`src/rtl/fp_spi_pkg.sv`:
```
// Shared types and constants for the front-panel SPI transmitter.
package fp_spi_pkg;

    // Bits per frame on the wire.
    localparam int unsigned FpSpiBits = 8;

    // SCLK level while the link is idle (CPOL = 0).
    localparam logic SclkIdle = 1'b0;

    typedef enum logic [2:0] {
        StIdle,
        StSetup,
        StHigh,
        StLow,
        StHold,
        StGap
    } fp_spi_state_e;

endpackage

```
`src/rtl/fp_spi_phase_tick.sv`:
```
// Loadable down-counter that paces every FSM state of the SPI transmitter.
// tc_o flags the last cycle of a state; pre_tc_o flags the cycle before it.
module fp_spi_phase_tick
    import fp_spi_pkg::*;
#(
    parameter int unsigned Width = 2
) (
    input  logic             clk_i,
    input  logic             rst_ni,
    input  logic             load_i,
    input  logic [Width-1:0] load_val_i,
    output logic             tc_o,
    output logic             pre_tc_o
);

    logic [Width-1:0] cnt_q;

    // Reload on state entry, otherwise count down and rest at zero.
    always_ff @(posedge clk_i or negedge rst_ni) begin
        if (!rst_ni) begin
            cnt_q <= '0;
        end else if (load_i) begin
            cnt_q <= load_val_i;
        end else if (cnt_q != '0) begin
            cnt_q <= cnt_q - 1'b1;
        end
    end

    assign tc_o     = (cnt_q == '0);
    assign pre_tc_o = (cnt_q == Width'(1));

endmodule

```
`src/rtl/fp_spi_tx.sv`:
```
// SPI master byte transmitter (mode 0, MSB first) for the front-panel link.
// Optional build macro FP_SPI_TX_BURST_EN: accept the next byte in the last HOLD
// cycle and keep SS low across frames instead of passing through GAP.
module fp_spi_tx
    import fp_spi_pkg::*;
#(
    parameter int unsigned ClkDiv = 2,
    parameter int unsigned SsGap  = 4
) (
    input  logic       clk_i,
    input  logic       rst_ni,
    input  logic [7:0] txdata_i,
    input  logic       txvalid_i,
    output logic       txready_o,
    output logic       sclk_o,
    output logic       mosi_o,
    output logic       ss_o,
    output logic       busy_o,
    output logic       done_o
);

    localparam int unsigned CntMax = (ClkDiv > SsGap) ? ClkDiv : SsGap;
    localparam int unsigned CntW   = (CntMax > 1) ? $clog2(CntMax) : 1;
    localparam logic [CntW-1:0] PhaseLoad = CntW'(ClkDiv - 1);
    localparam logic [CntW-1:0] GapLoad   = CntW'(SsGap - 1);

    fp_spi_state_e state_q;
    logic [7:0]    shreg_q;
    logic [3:0]    bitcnt_q;
    logic          sclk_q, mosi_q, ss_q, busy_q, done_q, txready_q;

    logic            hs, advance, last_bit, tc, pre_tc, cnt_load;
    logic [CntW-1:0] cnt_val;

    // Handshake detection and phase-counter reload on every state entry.
    always_comb begin
        hs       = txvalid_i & txready_q;
        advance  = (state_q != StIdle) & tc;
        cnt_load = hs | advance;
        cnt_val  = PhaseLoad;
        if ((state_q == StHold) && !hs) begin
            cnt_val = GapLoad;
        end
        last_bit = (bitcnt_q == 4'(FpSpiBits - 1));
    end

    fp_spi_phase_tick #(
        .Width (CntW)
    ) u_phase_tick (
        .clk_i      (clk_i),
        .rst_ni     (rst_ni),
        .load_i     (cnt_load),
        .load_val_i (cnt_val),
        .tc_o       (tc),
        .pre_tc_o   (pre_tc)
    );

`ifndef FP_SPI_TX_BURST_EN
    logic unused_pre_tc;
    assign unused_pre_tc = pre_tc;
`endif

    // Frame sequencer; every output is a register updated here.
    always_ff @(posedge clk_i or negedge rst_ni) begin
        if (!rst_ni) begin
            state_q   <= StIdle;
            shreg_q   <= '0;
            bitcnt_q  <= '0;
            sclk_q    <= SclkIdle;
            mosi_q    <= 1'b0;
            ss_q      <= 1'b1;
            busy_q    <= 1'b0;
            done_q    <= 1'b0;
            txready_q <= 1'b1;
        end else begin
            done_q <= 1'b0;
            unique case (state_q)
                StIdle: begin
                    if (hs) begin
                        shreg_q   <= txdata_i;
                        mosi_q    <= txdata_i[7];
                        bitcnt_q  <= '0;
                        ss_q      <= 1'b0;
                        busy_q    <= 1'b1;
                        txready_q <= 1'b0;
                        state_q   <= StSetup;
                    end
                end
                StSetup, StLow: begin
                    if (tc) begin
                        sclk_q  <= 1'b1;
                        state_q <= StHigh;
                    end
                end
                StHigh: begin
                    if (tc) begin
                        sclk_q   <= SclkIdle;
                        bitcnt_q <= bitcnt_q + 4'd1;
                        if (last_bit) begin
                            state_q <= StHold;
`ifdef FP_SPI_TX_BURST_EN
                            // A one-cycle HOLD is already its own last cycle.
                            txready_q <= (ClkDiv == 32'd1);
`endif
                        end else begin
                            shreg_q <= {shreg_q[6:0], 1'b0};
                            mosi_q  <= shreg_q[6];
                            state_q <= StLow;
                        end
                    end
                end
                StHold: begin
`ifdef FP_SPI_TX_BURST_EN
                    if (hs) begin
                        shreg_q   <= txdata_i;
                        mosi_q    <= txdata_i[7];
                        bitcnt_q  <= '0;
                        done_q    <= 1'b1;
                        txready_q <= 1'b0;
                        state_q   <= StSetup;
                    end else
`endif
                    if (tc) begin
                        ss_q      <= 1'b1;
                        mosi_q    <= 1'b0;
                        done_q    <= 1'b1;
                        txready_q <= 1'b0;
                        state_q   <= StGap;
                    end
`ifdef FP_SPI_TX_BURST_EN
                    else if (pre_tc) begin
                        txready_q <= 1'b1;
                    end
`endif
                end
                StGap: begin
                    if (tc) begin
                        busy_q    <= 1'b0;
                        txready_q <= 1'b1;
                        state_q   <= StIdle;
                    end
                end
                default: state_q <= StIdle;
            endcase
        end
    end

    assign txready_o = txready_q;
    assign sclk_o    = sclk_q;
    assign mosi_o    = mosi_q;
    assign ss_o      = ss_q;
    assign busy_o    = busy_q;
    assign done_o    = done_q;

endmodule

```
`config.mk`:
```
export PLATFORM = sky130hd
export DESIGN_NAME = fp_spi_tx
export DESIGN_NICKNAME = d
export VERILOG_FILES = /design/src/rtl/fp_spi_pkg.sv /design/src/rtl/fp_spi_phase_tick.sv /design/src/rtl/fp_spi_tx.sv
export SDC_FILE = /design/constraint.sdc
export NUM_CORES = 1
export LEC_CHECK = 0
export CAP_MARGIN = 0
export CORE_MARGIN = 10
export CORE_UTILIZATION = 48
export CTS_CLUSTER_SIZE = 25
export DETAILED_ROUTE_END_ITERATION = 10
export HOLD_SLACK_MARGIN = 0.05
export PLACE_DENSITY = 0.82
export SLEW_MARGIN = 0
export SYNTH_ARGS = -nofsm -noshare
export SYNTH_HDL_FRONTEND = slang
export SYNTH_SLANG_ARGS = --single-unit
```
`constraint.sdc`:
```
create_clock -name clk_i -period 1.85 [get_ports clk_i]
set_clock_uncertainty 0.2 [all_clocks]
set_input_delay 0.555 -clock clk_i [delete_from_list [all_inputs] [get_ports clk_i]]
set_output_delay 0.555 -clock clk_i [all_outputs]
set_load 0.05 [all_outputs]
```
==> qor.csv, run 1 <==
stage,metric,value,unit
run_status,status,"complete, but fails checks",
run_status,violated checks,setup timing,
setup_path,Crit path arrival time,1.86,ns
setup_path,CP Max Fanout,3,
logic_synthesis,"Avg Cell Area, Syn",9.483,um2
cts,CTS tree,yes,
cts,cts hold-fix bufs,0,
placement,dpl cell area,1551,um2
cts,# H-tree levels,1,
timing,Final Hold Vio Count,0,
setup_path,Critical Path RT,1.86,ns
logic_synthesis,Synth cell types,32,
final_layout,# nets final,177,
logic_synthesis,Yosys top cell area share,41.88,%
floorplanning,chip width,69.90,um
pwr,static leakage,0.7502,nW
routing,drt pass-1 iters,4,
global_routing,global-route wire length before repair,4.954,mm
final_layout,fraction of layout cells with a size suffix above 1,30.06,%
routing,Vias/cell,5.409,
global_routing,gr usage total,11.82,%
logic_synthesis,#FFs+latches synth,22,
global_routing,grt ovf,0,
worst_hold_path,WHS Endpoint,shreg_q[5],
logic_synthesis,Yosys Warn Count,0,
placement,PortBufs,16,
routing,"antenna viol nets, final",0,
routing,initial DRC count,76,
global_routing,vias in the first global route,1101,
logic_synthesis,Synth Area in Compound Gates,20.52,%
worst_hold_path,min-delay worst type,flip-flop to flip-flop,
floorplanning,Initial Utilization,49.13,%
cts,Clock Sink Count,22,
timing,Final Cycle Share,100.1,%
setup_path,crit end category,flip-flop,
setup_path,start of the worst register-to-register path,bitcnt_q[0],
pwr,part of the power in the clock network,10.2,%
worst_hold_path,worst hold path depth,2,
timing,RSZ-0062 raised after global routing,yes,
logic_synthesis,post-synthesis mux area share,6.283,%
timing,Setup WS post-layout,-0.002627,ns
timing,Rel. slew slack,72.46,%
cts,clock slew at reported path FFs,0.13,ns
floorplanning,die height,69.90,um
floorplanning,Core ar.,2432,um2
setup_path,capturing point of the worst reg2reg path,mosi_o,
final_layout,ant diodes,0,
pwr,Net Sw Power,1.103,mW
cts,clock latency at the later pin of the worst-skew pair,0.31,ns
cts,clk root buf,clkbuf_4,
floorplanning,std cell rows,18,
pwr,Int Power,1.576,mW
floorplanning,io pins,17,
timing,"Slew Viols, Final",0,
global_routing,largest net degree at the start of global routing,23,
timing,worst hold slack,0.3340,ns
routing,routed wire length,3.019,mm
logic_synthesis,post-synthesis simple-gate area fraction,17.07,%
timing,Final setup viols,1,
pwr,Net Sw Frac,41.18,%
pwr,register share of total power,30.4,%
logic_synthesis,synth top area cells,"dfrtp_1 42%, a21oi_1 6.3%, o21ai_0 5.9%, mux2i_1 5.0%, dfstp_2 4.4%",
logic_synthesis,register area share after synthesis,46.28,%
setup_path,class of the most critical setup path,flip-flop to flip-flop,
logic_synthesis,Post-Synthesis Cells,126,
final_layout,Area Overhead vs Synth,40.84,%
logic_synthesis,syn nets,139,
pwr,combinational share of power,59.4,%
timing,f_max,539.8,MHz
routing,DR WL/cell,15.64,um
routing,routed vias,1044,
pwr,Power per Cell Area,1592,nW/um2
logic_synthesis,Syn Std Cell Area,1195,um2
logic_synthesis,largest family of logic cells by synthesized area,compound AO/OA/AOI/OAI gates,
timing,setup TNS,-0.002627,ns
floorplanning,die area,4885,um2
placement,HPWL Detailed,2.095,mm
logic_synthesis,area share of fa/ha/maj cells after synthesis,2.094,%
logic_synthesis,Yosys top cell by area,dfrtp_1,
pwr,Max IR drop VDD,0.001059,V
timing,final worst path period need,1.853,ns
flow_run,Maximum Capacitance Violations,0,
cts,clock buffer depth,2,
setup_path,FF-to-FF path depth,6,
global_routing,antenna violations before repair,0,
logic_synthesis,Post-Synth XOR/XNOR Area,1.466,%
placement,GPL Wtd Cong,0.8877,
setup_path,R2R setup slack,-0.003,ns
final_layout,final instance area,1683,um2
cts,clock buffer count from CTS,3,
worst_hold_path,min-delay src,shreg_q[5],
final_layout,fill count,184,
routing,drc violations,0,
timing,measured slew at the worst slew-check pin,0.4099,ns
setup_path,kind of start point of the critical path,flip-flop,
-- metrics by stage --
step	power (mW)	setup WS (ns)	utilization, %	cells
floorplan	1.713	0.03940	-	126
global placement	2.136	-0.3030	63.79	183
detailed placement	2.203	-0.3578	63.79	183
CTS	2.511	0.02250	65.95	189
global route	2.892	-0.05761	69.19	193
finish	2.679	-0.002627	69.19	193
-- cell families after synthesis --
group,Yosys count
adders and majority gates,2
AOI/OAI and AO/OA,39
and+or+nand+nor,39
DFF,22
muxes,7
buffers and inverters,15
xor gates and xnor gates,2
-- per-layer routing --
layer	vias up	GRT usage (%)	share of wire, %
met1	513	14.27	44
met3	2	2.401	3.5
met4	0	4.605	0.20
met2	18	19.94	52
met5	-	0	0
li1	511	-	-
-- power groups by stage --
stage	combinational, mW	clock (mW)	sequential, mW
floorplan	0.819	0	0.895
global route	1.76	0.297	0.836
global placement	1.31	0	0.824
CTS	1.42	0.278	0.811
detailed placement	1.37	0	0.833
finish	1.59	0.272	0.815
-- state kept, by name, indices dropped and copies added, names as in the netlist --
register            flops
ss_o                    1
txready_o               1
u_phase_tick.cnt_q      2
shreg_q                 7
sclk_o                  1
state_q                 3
done_o                  1
mosi_o                  1
bitcnt_q                4
busy_o                  1
-- area by class of cell --
cell class | instances | area, um2 | share of cell area (%)
multi-input combinational | 89 | 595.6 | 35.39
sequential | 22 | 554.3 | 32.94
timing repair buffer | 39 | 425.4 | 25.28
tap | 30 | 37.54 | 2.230
clock buffer | 4 | 36.28 | 2.156
inverter | 9 | 33.78 | 2.007
-- what timing repair did --
| action | CTS | global route |
|---|---|---|
| setup buffers | 2 | 3 |
| pin swaps | 0 | 2 |
| gates cloned | 0 | 1 |
| resized for setup | 2 | 10 |
| endpoints found under the setup margin | 10 | 10 |
-- worst max-delay path, cell delays in order, from the launching register on --
cell     delay, ns
dfrtp_1       0.42
ha_2          0.20
and3b_2       0.25
buf_4         0.15
nor4_4        0.17
a21oi_2       0.07
mux2_4        0.31
-- how the worst max path moves through the flow --
stage,startpoint,to,slack [ns]
after global routing,bitcnt_q[0],mosi_o,-0.06
after detailed placement,txvalid_i,bitcnt_q[3],-0.36
after floorplan,txready_o,shreg_q[3],0.04
final,bitcnt_q[0],mosi_o,-0.003
after CTS,u_phase_tick.cnt_q[0],shreg_q[2],0.02
after global placement,txvalid_i,shreg_q[0],-0.30
-- Yosys cell counts, drive strengths merged --
| cell | number |
|---|---|
| a211oi | 2 |
| a22oi | 1 |
| ha | 2 |
| inv | 9 |
| mux2i | 6 |
| and3b | 1 |
| nand4 | 1 |
| a221oi | 2 |
| nor2b | 2 |
| dfrtp | 20 |
| o211ai | 1 |
| a21oi | 18 |
| o2bb2ai | 1 |
| and2 | 1 |
| dfstp | 2 |
| clkbuf | 1 |
| nand3b | 2 |
| nand3 | 4 |
| o21ai | 14 |
| nor3 | 3 |
| or2 | 1 |
| nand2 | 9 |
| nor2 | 14 |
| mux2 | 1 |
| nor4 | 1 |
| xnor2 | 2 |
| buf | 5 |
-- cell usage in the layout, fill, tap and decap left out, types with 2 or more instances in the layout --
cell / instances
a21oi_2: 4
xnor2_1: 2
nor3_1: 3
dfrtp_1: 19
a211oi_1: 2
clkbuf_4: 3
buf_4: 20
a21oi_1: 14
mux2i_1: 6
o21ai_0: 12
nand2_1: 8
dfstp_2: 2
inv_1: 8
nand3_1: 4
clkdlybuf4s50_1: 9
nor2b_1: 2
nor2_1: 14
o21ai_1: 2
buf_12: 7
Power figures use the tool's default switching activity.
==> run 2, diff against run 1 <==
- SETUP_SLACK_MARGIN: unset -> 0.05
==> qor.csv, run 2 (synthesis gave the netlist of run 1 again) <==
stage,metric,value,unit
run_status,status,completed,
routing,drt pass-1 iters,4,
cts,clock buffer count from CTS,3,
timing,f_max,541.8,MHz
final_layout,most frequent cells in the layout,"19 x dfrtp_1, 19 x buf_4, 12 x o21ai_0, 12 x a21oi_1, 11 x nor2_1",
setup_path,crit path cell chain,buf_12,
timing,worst hold slack,0.3338,ns
cts,cts hold-fix bufs,0,
final_layout,Layout Cells excl Fill,192,
timing,measured slew at the worst slew-check pin,0.4649,ns
setup_path,Crit path arrival time,1.09,ns
timing,Final setup viols,0,
pwr,Power per Cell Area,1591,nW/um2
timing,Final Cycle Share,99.76,%
cts,clock buffer depth,2,
placement,Post-Place Cells,181,
floorplanning,chip width,69.90,um
pwr,Int Power,1.583,mW
final_layout,max FFs per register,7,
timing,setup TNS,0,ns
global_routing,largest net degree at the start of global routing,16,
placement,dpl cell area,1540,um2
final_layout,biggest regs,"shreg_q: 7 flops, bitcnt_q: 4 flops, state_q: 3 flops",
timing,Setup WS post-layout,0.004414,ns
cts,# H-tree levels,1,
floorplanning,die height,69.90,um
pwr,combinational share of power,59.1,%
final_layout,ant diodes,0,
cts,clock slew at reported path FFs,0.13,ns
worst_hold_path,min-delay worst type,input pin to asynchronous set/reset pin,
pwr,Tot Pwr,2.707,mW
setup_path,Top delay family on crit path,flip-flops,
routing,routed wire length,3.041,mm
floorplanning,die area,4885,um2
final_layout,Area Overhead vs Synth,42.41,%
flow_run,Maximum Capacitance Violations,0,
floorplanning,io pins,17,
timing,final worst path period need,1.846,ns
routing,routed vias,1059,
cts,clk root buf,clkbuf_4,
global_routing,vias in the first global route,1076,
setup_path,Critical Path RT,1.09,ns
routing,DR WL/cell,15.84,um
setup_path,slowest CP cell,dfstp_4,
setup_path,class of the most critical setup path,flip-flop to output pin,
setup_path,FF-to-FF path depth,5,
final_layout,final core occ,69.96,%
cts,CTS tree,yes,
floorplanning,std cell rows,18,
routing,initial DRC count,68,
final_layout,fraction of layout cells with a size suffix above 1,35.19,%
global_routing,global-route wire length before repair,4.843,mm
timing,Final Hold Vio Count,0,
pwr,Net Sw Power,1.124,mW
floorplanning,Core ar.,2432,um2
timing,RSZ-0062 raised after global routing,yes,
pwr,part of the power in the clock network,10.0,%
setup_path,crit-path max cell delay,0.65,ns
setup_path,kind of start point of the critical path,flip-flop,
placement,PortBufs,16,
placement,GPL Wtd Cong,0.9421,
routing,drc violations,0,
global_routing,grt ovf,0,
timing,Rel. slew slack,68.89,%
setup_path,Bufs and invs on worst path,1,
final_layout,Biggest register,shreg_q,
floorplanning,Initial Utilization,49.13,%
routing,Vias/cell,5.516,
setup_path,crit end category,output pin,
global_routing,gr usage total,11.59,%
pwr,static leakage,0.7481,nW
pwr,register share of total power,31.0,%
pwr,Max IR drop VDD,0.0009164,V
timing,"Slew Viols, Final",0,
pwr,Net Sw Frac,41.52,%
global_routing,antenna violations before repair,0,
cts,clock latency at the later pin of the worst-skew pair,0.31,ns
final_layout,final instance area,1702,um2
final_layout,# nets final,176,
routing,"antenna viol nets, final",0,
cts,Clock Sink Count,22,
placement,HPWL Detailed,2.147,mm
setup_path,CP Max Fanout,2,
setup_path,Levels on crit path,1,
placement,Place WS,-0.3497,ns
run 2: cell count changes in the layout (fill, tap and decap cells not counted), moves of 2 or more:
cell and delta:
nor2_1 -3, nor2_2 +3, a211oi_1 -2, a211oi_2 +2, a21oi_1 -2, a21oi_2 +2
run 2: layer usage:
metal / track usage (%) / part of all wire, % / up-vias
li1: - / - / 515
met1: 13.10 / 42 / 507
met2: 20.75 / 52 / 33
met3: 2.966 / 4.9 / 4
met4: 3.289 / 1.0 / 0
met5: 0 / 0 / -
run 2: repair_timing:
action,CTS,global route
pin swaps,1,3
buffers inserted,2,4
cloned,0,1
resized for setup,4,16
endpoints found under the setup margin,12,13
run 2: worst paths after layout:
check / slack, ns / startpoint / end
worst max-delay path: 0.004 / txready_o / txready_o
worst min-delay path: 0.33 / rst_ni / mosi_o
max in group asynchronous: 0.63 / rst_ni / state_q[1]
worst max register to register: 0.01 / txready_o / shreg_q[0]
worst min register to register: 0.33 / shreg_q[5] / shreg_q[5]
min in group clk_i: 0.33 / shreg_q[5] / shreg_q[5]
run 2: cell type report:
cell class	instances	area, um2
multi-input cells	89	618.1
repair buffers	38	417.9
inverters	9	33.78
well taps	30	37.54
fillers	182	730.7
flip-flops and latches	22	558.0
clock buffers	4	36.28
run 2: power groups by stage:
stage / combinational (mW) / sequential [mW] / clock [mW]
after floorplan: 0.819 / 0.900 / 0
after global placement: 1.30 / 0.829 / 0
after detailed placement: 1.35 / 0.845 / 0
after CTS: 1.43 / 0.824 / 0.273
after global routing: 1.74 / 0.859 / 0.299
final: 1.60 / 0.839 / 0.270
